<file path="config.mk">
export PLATFORM = sky130hd
export DESIGN_NAME = fir_inverse
export DESIGN_NICKNAME = d
export VERILOG_FILES = /design/src/rtl/fir_inverse.sv
export SDC_FILE = /design/constraint.sdc
export NUM_CORES = 1
export LEC_CHECK = 0
export CAP_MARGIN = 5
export CORE_MARGIN = 4
export CORE_UTILIZATION = 60
export DETAILED_ROUTE_END_ITERATION = 12
export GPL_TIMING_DRIVEN = 0
export PLACE_DENSITY_LB_ADDON = 0.08
export RECOVER_POWER = 50
export SKIP_CTS_REPAIR_TIMING = 1
export SYNTH_ARGS = -nofsm -noshare
export SYNTH_HDL_FRONTEND = slang
export SYNTH_SLANG_ARGS = --single-unit
</file>
<file path="constraint.sdc">
create_clock -name clk -period 8.94 [get_ports clk]
set_input_delay 2.682 -clock clk [delete_from_list [all_inputs] [get_ports clk]]
set_output_delay 2.682 -clock clk [all_outputs]
set_load 0.02 [all_outputs]
</file>
<file path="src/rtl/fir_inverse.sv">
// ---------------------------------------------------------------------------
// fir_inverse
//   Streaming deconvolver for the 4-tap FIR with coefficients b[k] = k+1.
//   Recovers x[n] = y[n] - sum_{k=1..N-1} (k+1)*x[n-k] using one MAC step
//   per cycle. Each recovered sample is clipped to 16 bits, and the clipped
//   value is what enters the history.
//
//   Optional feature (macro FIR_INV_SAT_FLAG_EN): adds a per-sample clip
//   flag and a sticky 16-bit count of clipped samples.
//
// Parameters:
//   N      number of taps (2..8)
//   ACC_W  signed accumulator width (>= 36)
//
// Ports:
//   clk        rising-edge clock
//   reset      asynchronous, active-low reset
//   yn         signed 32-bit filtered sample in
//   in_valid   yn is valid
//   in_ready   block can accept yn (combinational, high only when idle)
//   xn         signed 16-bit recovered sample out (registered)
//   out_valid  xn is valid (registered)
//   out_ready  downstream accepts xn
//   sat_flag   [FIR_INV_SAT_FLAG_EN] xn was clipped; valid with out_valid
//   sat_count  [FIR_INV_SAT_FLAG_EN] saturating count of clipped samples
// ---------------------------------------------------------------------------
module fir_inverse #(
    parameter int N     = 4,
    parameter int ACC_W = 40
) (
    input  logic               clk,
    input  logic               reset,
    input  logic signed [31:0] yn,
    input  logic               in_valid,
    output logic               in_ready,
    output logic signed [15:0] xn,
    output logic               out_valid,
    input  logic               out_ready
`ifdef FIR_INV_SAT_FLAG_EN
    ,
    output logic               sat_flag,
    output logic        [15:0] sat_count
`endif
);

    localparam int K_W = $clog2(N);

    localparam logic signed [ACC_W-1:0] SAT_MAX = ACC_W'(32767);
    localparam logic signed [ACC_W-1:0] SAT_MIN = -ACC_W'(32768);

    typedef enum logic [1:0] {
        IDLE = 2'd0,
        MAC  = 2'd1,
        OUT  = 2'd2
    } state_e;

    state_e                  state_q;
    logic signed [ACC_W-1:0] acc_q;
    logic        [K_W-1:0]   k_q;
    logic signed [15:0]      hist_q [N-1];
    logic signed [15:0]      xn_q;
    logic                    out_valid_q;

    // Datapath for the current MAC step.
    logic signed [15:0]      tap_val;
    logic signed [ACC_W-1:0] coef;
    logic signed [ACC_W-1:0] tap_ext;
    logic signed [ACC_W-1:0] acc_d;
    logic                    sat_hi;
    logic                    sat_lo;
    logic signed [15:0]      sat_val_d;

    // NOTE: every combinational output gets a default first so no path
    // leaves it unassigned and no latch is inferred.
    always_comb begin
        // Select hist[k-1] with an explicit compare so k=0 never indexes
        // outside the history array.
        tap_val = '0;
        for (int j = 0; j < N - 1; j++) begin
            if (k_q == K_W'(j + 1)) begin
                tap_val = hist_q[j];
            end
        end
        coef      = ACC_W'(k_q) + ACC_W'(1);
        tap_ext   = ACC_W'(tap_val);
        acc_d     = acc_q - coef * tap_ext;
        sat_hi    = acc_d > SAT_MAX;
        sat_lo    = acc_d < SAT_MIN;
        sat_val_d = sat_hi ? 16'sh7fff :
                    sat_lo ? 16'sh8000 : acc_d[15:0];
    end

    assign in_ready  = (state_q == IDLE);
    assign xn        = xn_q;
    assign out_valid = out_valid_q;

`ifdef FIR_INV_SAT_FLAG_EN
    logic        sat_flag_q;
    logic [15:0] sat_count_q;
    assign sat_flag  = sat_flag_q;
    assign sat_count = sat_count_q;
`endif

    // NOTE: sequential state uses non-blocking assignments so every register
    // samples the pre-edge values, independent of statement order.
    always_ff @(posedge clk or negedge reset) begin
        if (!reset) begin
            state_q     <= IDLE;
            acc_q       <= '0;
            k_q         <= '0;
            xn_q        <= '0;
            out_valid_q <= 1'b0;
            // NOTE: the history is a small register array, not a RAM, and
            // must be cleared so a reset really forgets previous samples.
            for (int j = 0; j < N - 1; j++) begin
                hist_q[j] <= '0;
            end
`ifdef FIR_INV_SAT_FLAG_EN
            sat_flag_q  <= 1'b0;
            sat_count_q <= '0;
`endif
        end else begin
            case (state_q)
                IDLE: begin
                    if (in_valid) begin
                        acc_q   <= ACC_W'(yn);
                        k_q     <= K_W'(1);
                        state_q <= MAC;
                    end
                end
                MAC: begin
                    acc_q <= acc_d;
                    k_q   <= k_q + K_W'(1);
                    if (k_q == K_W'(N - 1)) begin
                        xn_q        <= sat_val_d;
                        out_valid_q <= 1'b1;
                        hist_q[0]   <= sat_val_d;
                        for (int j = 1; j < N - 1; j++) begin
                            hist_q[j] <= hist_q[j-1];
                        end
`ifdef FIR_INV_SAT_FLAG_EN
                        sat_flag_q <= sat_hi | sat_lo;
                        if ((sat_hi | sat_lo) && (sat_count_q != 16'hffff)) begin
                            sat_count_q <= sat_count_q + 16'd1;
                        end
`endif
                        state_q <= OUT;
                    end
                end
                OUT: begin
                    if (out_ready) begin
                        out_valid_q <= 1'b0;
                        state_q     <= IDLE;
                    end
                end
                default: begin
                    // Unreachable encoding: fall back to a clean idle.
                    out_valid_q <= 1'b0;
                    state_q     <= IDLE;
                end
            endcase
        end
    end

endmodule
</file>
==> results of run 1 <==
-- how the worst min path moves through the flow --
stage                                       from                endpoint  slack (ns)  cells past startpoint
after floorplan           hist_q[10]$_DFFE_PN0P_  hist_q[10]$_DFFE_PN0P_        0.44                      2
after global placement     hist_q[3]$_DFFE_PN0P_   hist_q[3]$_DFFE_PN0P_        0.46                      2
after detailed placement   hist_q[6]$_DFFE_PN0P_   hist_q[6]$_DFFE_PN0P_        0.45                      2
after CTS                  hist_q[3]$_DFFE_PN0P_   hist_q[3]$_DFFE_PN0P_        0.47                      2
after global routing       hist_q[6]$_DFFE_PN0P_   hist_q[6]$_DFFE_PN0P_        0.49                      2
final                      hist_q[6]$_DFFE_PN0P_   hist_q[6]$_DFFE_PN0P_        0.47                      2
-- worst max-delay path, cell delays in order (launching register included) --
cell and delay, ns:
dfrtp_1 0.45, ha_1 0.24, clkbuf_1 0.31, nand2_1 0.20
inv_1 0.72, nor2_1 0.11, nor2_1 0.31, inv_1 0.39
buf_16 0.29, fa_1 0.51, inv_1 0.04, ha_1 0.29
fa_1 0.54, inv_1 0.04, ha_1 0.26, clkbuf_1 0.32
nand2_1 0.16, o21ai_0 0.70, nor3_1 0.11, o2111a_1 0.17
a311oi_1 0.66, nand4_1 0.20, nor4_2 0.40, a41oi_2 0.36
buf_6 0.28, o22ai_1 0.12
-- state kept, by name (all words and copies together), names as in the netlist --
register   cells
acc_q         40
hist_q        32
k_q            2
out_valid      1
state_q        2
xn            16
-- Yosys cell counts (all sizes together), types with 7 or more instances --
cell type and number:
nand2 217, inv 168, dfrtp 93, nor2 84
ha 82, o21ai 81, a21oi 78, fa 74
clkbuf 49, buf 26, xnor2 25, and2 23
nor3 20, nand4 19, o22ai 19, a22oi 18
o21bai 17, nand3 16, a21o 14, mux2i 13
xor2 12, nand2b 9, or3 8, nor2b 7
-- routing by layer --
layer / vias up / track usage
li1: 4274 / -
met1: 4307 / 0.451
met3: 36 / 0.0467
met4: 0 / 0.0820
met2: 305 / 0.470
met5: - / 0
-- cell families after synthesis --
logic type / count (synthesis) / synth area share
AOI/OAI and AO/OA: 281 / 0.182
xor gates and xnor gates: 37 / 0.0331
adders and majority gates: 156 / 0.250
buffers and inverters: 243 / 0.0990
DFF: 93 / 0.232
muxes: 14 / 0.0145
and+or+nand+nor: 426 / 0.189
-- area by class of cell --
class	instances	area (µm²)
inverters	168	631
plain buffers	75	364
clock inverters	7	67.6
well taps	220	275
multi-input cells	914	6720
clock buffers	9	225
fillers	1414	5280
repair buffers	56	583
flip-flops and latches	93	2330
-- stage by stage --
step	utilization	std cells
final	0.679	1542
after global routing	0.679	1542
after CTS	0.679	1541
after detailed placement	0.661	1525
after global placement	0.658	1523
after floorplan	-	1250
==> impl_results.md, run 1 <==
* First-pass GRT wire length at 44.8 mm
* Post-layout nets at 1509
* Yosys top cell by area: dfrtp_1
* CTS Buffer Depth at 2
* CP Launch Point: k_q[0]$_DFFE_PN0P_
* R2r worst-path depth at 25
* Hold crit path type: flip-flop to flip-flop
* Post-synth ARST share at 1.00
* IO Count at 54
* WHS at 0.470 ns
* # rows at 47
* CP Max Fanout at 23
* Layout cell share with drive strength beyond 1 at 0.0499
* Vias in the first global route at 8601
* Starting Density at 0.609
* Yosys cell types at 72
* CTS clk-pin slew, worst paths at 0.08 ns
* H-tree depth at 3
* DIE HEIGHT at 137 µm
* Worst EP required at 9.23 ns
* Commonest non-fill, non-tap cell in the layout: nand2_1
* Remaining antenna violation count at 0
* FF+latch count, synth at 93
* WL met3 at 1.99 mm
* Initial antenna violation count at 0
* Part of the cycle the worst path needs at 0.928
* Max Freq at 0.121 GHz
* Critical Path AT at 8.58 ns
* Tot GR Track Use at 0.306
* Cts bufs inserted at 9
* Avg Vias per Cell at 5.79
* RSZ-0062 raised after global routing: no
* Worst R2R End: xn[7]$_DFFE_PN0P_
* Fin. Hold Viols at 0
* Largest cells by area after synthesis: dfrtp_1 23%, fa_1 15%, ha_1 10%
* Die area at 0.0189 mm²
* Failing checks: max-capacitance violations, max-slew violations
* Slew Viols, Final at 96
* FF-to-FF Start: k_q[0]$_DFFE_PN0P_
* Crit path to: xn[7]$_DFFE_PN0P_
* Clk sinks at 93
* GPL Wtd Cong at 0.965
* Worst skew pair latency at 0.37 ns
* Post-route cell area at 0.0112 mm²
* Dpl hpwl at 22.0 mm
* Share of the synthesized area in the top cell type at 0.232
* Syn Inst Count at 1250
* Post-Route Skew at 0.0149 ns
* Wire per inst at 17.9 µm
* Max-Cap Viols at 2
* Routed Wire Length at 27.6 mm
* Yosys Warn Count at 0
* Final worst slack at 0.644 ns
* Type of destination of the critical path: flip-flop
* Final setup fails at 0
* Number of diodes at 0
* CTS root buf: clkbuf_16
* Drt pass-1 iters at 6
* DRC viols at 0
* Slew HR at -1.09
* Syn nets at 1442
* Min Tclk post-route at 8.30 ns
* Worst-margin pin slew at 3.13 ns
* Met2 routed WL at 12.2 mm
* Flop2flop setup slack at 0.64 ns
* Crit Path Class: flip-flop to flip-flop
* Final global-route overflow total at 0
* Post-Syn Area per Cell at 8.02 µm²
* Buffers on Ports at 53
* Max Used Layer: met4
* TritonCTS clock tree: done
* Post-synth EDFFs at 0
* Core area at 0.0165 mm²
* Vias at 8922
* Die Width at 137 µm
* Mapped Area at 0.0100 mm²
* Cell Area, Placed at 0.0109 mm²
* Sequential cell area fraction in the yosys report at 0.232
* Sum Neg Setup Slack at 0 ns
* Layout area overhead at 11.5%
* Ys flop type: dfrtp_1
* Most frequent cells in the layout: 217 x nand2_1, 167 x inv_1, 93 x dfrtp_1
* Metal-1 WL at 12.9 mm
* Status: finished with violations
* Post-placement setup slack at 0.133 ns
* Initial DRC Count at 804
* Pin count of the biggest net entering global routing at 58
* Crit path launch type: flip-flop
Power of run 1 is left out: the tool's default activity adds up to more than one toggle a clock period on the data nets, which glitch-free logic cannot reach.
==> run 2: changes to the inputs <==
Settings changed: DONT_BUFFER_PORTS from default to 1.
==> impl_results.md, run 2 (synthesis gave the netlist of run 1 again) <==
* Status: finished clean
* H-tree depth at 3 (unchanged)
* Type of destination of the critical path: flip-flop
* Remaining antenna violation count at 0 (unchanged)
* Pin count of the biggest net entering global routing at 94 (+62%)
* Layout cell share with drive strength beyond 1 at 0.0505 (+0.000589)
* Starting Density at 0.609 (unchanged)
* TritonCTS clock tree: done
* Tot GR Track Use at 0.303 (-0.00267)
* Buffers on Ports at 0 (-100%)
* Max Freq at 0.119 GHz (-1.0%)
* Die area at 0.0189 mm² (unchanged)
* Clk sinks at 93 (unchanged)
* Final worst slack at 0.558 ns (-0.0867 ns)
* Avg Vias per Cell at 5.87 (+1.4%)
* Core area at 0.0165 mm² (unchanged)
* Sum Neg Setup Slack at 0 ns (unchanged)
* RSZ-0062 raised after global routing: no
* Number of diodes at 0 (unchanged)
* Max-Cap Viols at 0 (-2)
* Worst-margin pin slew at 0.887 ns (-2.25 ns)
* Post-placement setup slack at 0.218 ns (+0.0848 ns)
* DIE HEIGHT at 137 µm (unchanged)
* CP Max Fanout at 15 (-35%)
* Final setup fails at 0 (unchanged)
* Crit path launch type: flip-flop
* CTS Buffer Depth at 2 (unchanged)
* Initial antenna violation count at 1 (+1)
* Die Width at 137 µm (unchanged)
* First-pass GRT wire length at 44.3 mm (-0.97%)
* Routed Wire Length at 27.1 mm (-1.8%)
* Slowest cell on the critical path: a2111oi_0
* Min Tclk post-route at 8.38 ns (+0.0867 ns)
* Dpl hpwl at 21.7 mm (-1.6%)
* Layout area overhead at 6.79%
* Worst skew pair latency at 0.36 ns (about the same)
* Wire per inst at 18.3 µm (+1.9%)
* Crit-path most repeated cell: inv_1
* Most frequent cells in the layout: 217 x nand2_1, 167 x inv_1, 93 x dfrtp_1
* Post-Route Skew at 0.0103 ns (-0.00457 ns)
* Fin. Hold Viols at 0 (unchanged)
* IO Count at 54 (unchanged)
* # rows at 47 (unchanged)
* CTS clk-pin slew, worst paths at 0.07 ns (about the same)
* Cts bufs inserted at 9 (unchanged)
* Crit Path Class: flip-flop to flip-flop
* CTS root buf: clkbuf_16
* Max reg flops at 40 (unchanged)
* GPL Wtd Cong at 0.970 (+0.54%)
* Hold crit path type: flip-flop to flip-flop
* Vias at 8726 (-2.2%)
* DRC viols at 0 (unchanged)
* Slew Viols, Final at 0 (-100%)
* Part of the cycle the worst path needs at 0.938 (+0.00970)
* Most flop-heavy register: acc_q
* Slew HR at 0.408 (+1.50)
* Vias in the first global route at 8422 (-2.1%)
* Post-layout nets at 1455 (-3.6%)
* Commonest non-fill, non-tap cell in the layout: nand2_1
* Initial DRC Count at 753 (-6.3%)
* Drt pass-1 iters at 6 (unchanged)
* Critical Path Max Stage Delay at 0.56 ns (-0.16 ns)
* Critical Path AT at 8.60 ns (+0.02 ns)
* Worst EP required at 9.15 ns (-0.08 ns)
* Final global-route overflow total at 0 (unchanged)
==> run 2: changes by cell type in the layout (fill, tap and decap cells not counted), sizes merged <==
cell / delta
inv: -2
clkdlybuf4s50: -52
bufinv: +3
clkbuf: -2
clkinv: -2
==> run 2: critical path: cells and delay by family, from the launching register on <==
kind            cells  cell delay (ns)
flops               1             0.44
simple gates        7             1.35
compound gates      8             2.25
fa+ha+maj           5             1.95
buf+inv             9             2.23
==> run 2: layout make-up <==
class	instances	area (µm²)
Buffer	75	363
Clock buffer	9	225
Clock inverter	6	119
Fill cell	1478	5750
Inverter	168	631
Multi-Input combinational cell	914	6720
Sequential cell	93	2330
Tap cell	220	275
Timing Repair Buffer	2	55.1
==> run 2: per-layer routing <==
metal | vias to the layer above | track usage | wire (µm)
li1 | 4161 | - | -
met1 | 4224 | 0.456 | 12600
met2 | 304 | 0.457 | 11900
met3 | 35 | 0.0530 | 2150
met5 | - | 0 | 8
met4 | 2 | 0.0693 | 491
==> run 2: path summary, 6_finish.rpt <==
| check | start | to | slack (ns) | cells after the start |
|---|---|---|---|---|
| setup / recovery | k_q[0]$_DFFE_PN0P_ | xn[14]$_DFFE_PN0P_ | 0.56 | 29 |
| hold / removal | hist_q[1]$_DFFE_PN0P_ | hist_q[1]$_DFFE_PN0P_ | 0.47 | 2 |
| setup reg to reg | k_q[0]$_DFFE_PN0P_ | xn[14]$_DFFE_PN0P_ | 0.56 | 29 |
| hold reg to reg | hist_q[1]$_DFFE_PN0P_ | hist_q[1]$_DFFE_PN0P_ | 0.47 | 2 |
| max in group asynchronous | reset | acc_q[25]$_DFFE_PN0P_ | 6.69 | 0 |
| min in group asynchronous | reset | acc_q[29]$_DFFE_PN0P_ | 2.01 | 0 |
==> run 2: through the flow <==
stage          instance area [µm²]  hold WS [ns]  cells   util
6_report                     10700         0.471   1487  0.651
3_5_place_dp                 10300         0.459   1471  0.628
2_1_floorplan                10000         0.438   1250      -
4_1_cts                      10700         0.476   1486  0.648
5_1_grt                      10700         0.489   1487  0.651
3_3_place_gp                 10300         0.455   1470  0.626
Power of run 2 is left out for the same reason.
==> patch 1 (flow settings as in run 1) <==
Re-encode `state_e` (3 states) as one-hot, 3 bits wide.
--- a/src/rtl/fir_inverse.sv
+++ b/src/rtl/fir_inverse.sv
@@ -49,8 +49,8 @@
     localparam logic signed [ACC_W-1:0] SAT_MIN = -ACC_W'(32768);
 
-    typedef enum logic [1:0] {
-        IDLE = 2'd0,
-        MAC  = 2'd1,
-        OUT  = 2'd2
+    typedef enum logic [2:0] {
+        IDLE = 3'b001,
+        MAC  = 3'b010,
+        OUT  = 3'b100
     } state_e;
 
Check against the original RTL: same outputs for any inputs over 10 cycles, from zero or initial values and one cycle with reset low; not proved beyond that.
==> patch 1 against run 1 <==
- the run still ends with capacitance limit, slew limit left
- setup slack lost 210 ps
- maximum frequency shrank 2.5%
- wire length fell by 2.1%
- cell area is 0.50% higher
- sequential share of layout area increased by 0.13 points
- synthesized cell count fell by 0.72%
- sequential cell count is 1 higher
- utilization grew 1.8 points
- via count down 0.77%
- synthesized area down 0.12%
- critical path type unchanged
- largest cell class unchanged
Power is not shown: default switching activity piles up to over one toggle a cycle in this logic, so the estimate is an artifact.
==> patch 1: results (changes against run 1) <==
setup_path:
  critPathMaxStageDelay_ps: 570  # -150 ps
  worstPathArrival_ps: 8750  # +170 ps
  reg2reg_depth: 30  # +20%
  crit_fanout: 15  # -35%
  r2r_end: "xn[11]"
  crit_slowest_cell: "a311oi_1"
  r2r-start: "k_q[0]"
  ff2ff_setup_slack_ps: 430  # -210 ps
synth:
  synthArstFlopShare_pct: 100  # unchanged
  synthDistinctLibCells: 67  # -6.9%
  seq_area_frac_synth_pct: 23.5  # +0.29 points
  syn-num-nets: 1433  # -0.62%
  yosys_warnings: 0  # unchanged
  syn_avg_cell_area_um2: 8.07  # +0.60%
  ys_top_cells_by_area: "dfrtp_1 23%, fa_1 15%, ha_1 10%"
  synthTopCellsByCount: "218 x nand2_1, 161 x inv_1, 93 x dfrtp_1"
timing:
  maxSlewHeadroom_pct: -116  # -6.9 points
  drv_slew: 97  # +1.0%
  finClkSkew_ps: 9.22  # -5.68 ps
placement:
  hpwl_um: 22000  # -0.33%
  place_ws_ps: 146  # +12.4 ps
  io_buffers: 53  # unchanged
  gp_congestion: 0.975  # +1.0%
  placed_cell_area_um2: 10900  # about the same
grt:
  grt_usage_pct: 30.3  # -0.28 points
  grt_pass1_wl_um: 44200  # -1.2%
  grt_pass1_vias: 8535  # -0.77%
  grt_max_degree: 60  # +3.4%
  antenna_found_initial: 0  # unchanged
outcome:
  status: "finished with violations"
  failed_checks: "capacitance limit, slew limit"
worst_hold_path:
  hp-start: "hist_q[9]"
  min_to: "hist_q[9]"
clock_tree:
  clk_pin_slew_ps: 80  # about the same
  clk_path_buf_depth: 2  # unchanged
  clk_latency_ps: 360
drt:
  vias_per_cell: 5.77  # -0.32%
  wirelength_met1_um: 12900  # -0.42%
  wl_met3_um: 1610  # -19%
  wl_um: 27100  # -2.1%
  drt_iter0_markers: 714  # -11%
  routed-wl-met2_um: 11900  # -2.2%
job:
  maxCapViolCount: 2  # unchanged
final_layout:
  nets: 1506  # -0.20%
  fin_cells: 1535  # -0.45%
  drive_above_1_share_pct: 4.55  # -0.44 points
  num_antenna_cells: 0  # unchanged
## patch 1: changes by cell type after synthesis, sizes merged, moves of 10 or more
cell	change
nor3	-10
nand2b	+11
o32ai	+15
a22oi	-18
mux2i	+12
o22ai	-19
## patch 1: cells by family after synthesis
| logic type | Yosys count | share of synthesized area [%] |
|---|---|---|
| AND/OR/NAND/NOR | 415 | 18.5 |
| AO/OA/AOI/OAI | 277 | 17.4 |
| buffers and inverters | 233 | 9.42 |
| adder cells (fa/ha/maj) | 156 | 25.0 |
| flip-flops | 94 | 23.5 |
| XOR/XNOR | 40 | 3.50 |
| multiplexers | 26 | 2.61 |
## patch 1: how the worst max path moves through the flow
stage | slack (ps) | to | start
final | 430 | xn[11] | k_q[0]
after global routing | -60 | xn[11] | k_q[0]
after CTS | 120 | xn[9] | k_q[0]
after detailed placement | 150 | xn[11] | k_q[0]
after global placement | -300 | xn[13] | k_q[0]
after floorplan | 1950 | xn[10] | k_q[0]
## patch 1: final cells by class
| type | instances | area (um^2) |
|---|---|---|
| Multi-Input combinational cell | 914 | 6740 |
| Timing Repair Buffer | 62 | 628 |
| Buffer | 71 | 337 |
| Sequential cell | 94 | 2350 |
| Clock buffer | 10 | 239 |
| Clock inverter | 6 | 62.6 |
| Tap cell | 216 | 270 |
| Fill cell | 1390 | 4870 |
| Inverter | 162 | 612 |
## patch 1: worst max-delay path, delay by kind of cell (launching register included)
| family | cells | cell delay [ps] |
|---|---|---|
| AOI/OAI and AO/OA | 5 | 1690 |
| DFF | 1 | 460 |
| buffers and inverters | 10 | 2240 |
| adders and majority gates | 5 | 1940 |
| and+or+nand+nor | 10 | 2050 |
## patch 1: per-stage QoR
step / hold slack (ps) / util [%]
floorplan: 438 / -
global placement: 458 / 67.1
detailed placement: 457 / 67.6
CTS: 474 / 69.5
global route: 503 / 69.8
finish: 477 / 69.8
## patch 1: per-layer routing
metal,global-route usage [%],vias to the layer above
li1,-,4259
met1,44.3,4271
met2,47.3,286
met3,4.24,37
met4,8.59,0
met5,0,-
==> patch 2 (flow settings as in run 1) <==
Without the edit above. Add a define of `FIR_INV_SAT_FLAG_EN`.
--- a/src/rtl/fir_inverse.sv
+++ b/src/rtl/fir_inverse.sv
@@ -25,4 +25,6 @@
 //   sat_count  [FIR_INV_SAT_FLAG_EN] saturating count of clipped samples
 // ---------------------------------------------------------------------------
+`define FIR_INV_SAT_FLAG_EN
+
 module fir_inverse #(
     parameter int N     = 4,
Check against the original RTL (old outputs only; new: sat_count and sat_flag): no difference found for any inputs over 10 cycles, from zero or initial values and one cycle with reset low; that may be too few to reach the edited logic, so the function may still have changed.
==> patch 2 against run 1 <==
- the flow still finishes with violations (capacitance limit, slew limit)
- final cell count up 8.0%
- critical path depth rose by 5
- sequential cell count rose by 17
- setup slack worse by 350 ps
- synthesized area increased by 9.9%
- cell area increased by 11%
- global-route usage increased by 2.3 points
- wire length increased by 20%
- clock skew decreased by 2.5 ps
Power is left out: the tool's default activity adds up to more than one toggle a clock period on the data nets, which glitch-free logic cannot reach.
==> patch 2: results (changes against run 1) <==
setup_path:
  reg2reg_depth: 30  # +20%
  worstPathArrival_ps: 8890  # +310 ps
  critPathCapture: "xn[9]"
  critPathMaxStageDelay_ps: 630  # -90 ps
grt:
  grt_usage_pct: 32.9  # +2.3 points
  grt_use_met1_pct: 43.9  # -1.2 points
  grt_pass1_vias: 9772  # +14%
synth:
  seq_area_frac_synth_pct: 25.0  # +1.8 points
  ys_top_cells_by_area: "dfrtp_1 25%, fa_1 13%, ha_1 9.4%"
placement:
  gp_congestion: 0.979  # +1.5%
  io_buffers: 69  # +30%
final_layout:
  multi_input_area_share_pct: 58.5  # -1.5 points
  buf_share_pct: 9.47  # +1.0 points
  clock_area_share_pct: 2.49  # -0.13 points
  seq_area_share_pct: 22.1  # +1.3 points
  signal_buffers: 158  # +21%
  nets: 1623  # +7.6%
timing:
  clock.fmax_mhz: 116  # -4.0%
  finClkSkew_ps: 12.4  # -2.46 ps
  drv_slew: 113  # +18%
drt:
  wirelength_met1_um: 13500  # +4.6%
  wl_met3_um: 2450  # +23%
outcome:
  status: "finished with violations"
  failed_checks: "capacitance limit, slew limit"
job:
  maxCapViolCount: 2  # unchanged
[patch 2: cell count changes after synthesis, moves of 16 or more]
cell and change:
o21ai_0 -27, o22a_1 +18, dfrtp_1 +17, a21oi_1 +16, nand2b_1 +16, xor2_1 +16
[patch 2: cells by family (layout without fill, tap and decap cells)]
logic type | Yosys count | in the layout | share of synthesized area, %
and+or+nand+nor | 429 | 429 | 17.6
DFF | 110 | 110 | 25.0
buffers and inverters | 245 | 342 | 9.04
adders and majority gates | 156 | 156 | 22.7
muxes | 13 | 13 | 1.20
xor gates and xnor gates | 51 | 51 | 4.05
AOI/OAI and AO/OA | 335 | 335 | 20.5
[patch 2: per-stage QoR]
stage	std cells	hold WS, ps	utilization (%)	TNS, ps
2_1_floorplan	1339	437	-	0
3_3_place_gp	1637	451	66.6	-21220
3_5_place_dp	1639	465	66.9	-22210
4_1_cts	1655	485	68.6	-24590
5_1_grt	1665	492	69.1	-79.5
6_report	1665	481	69.1	0
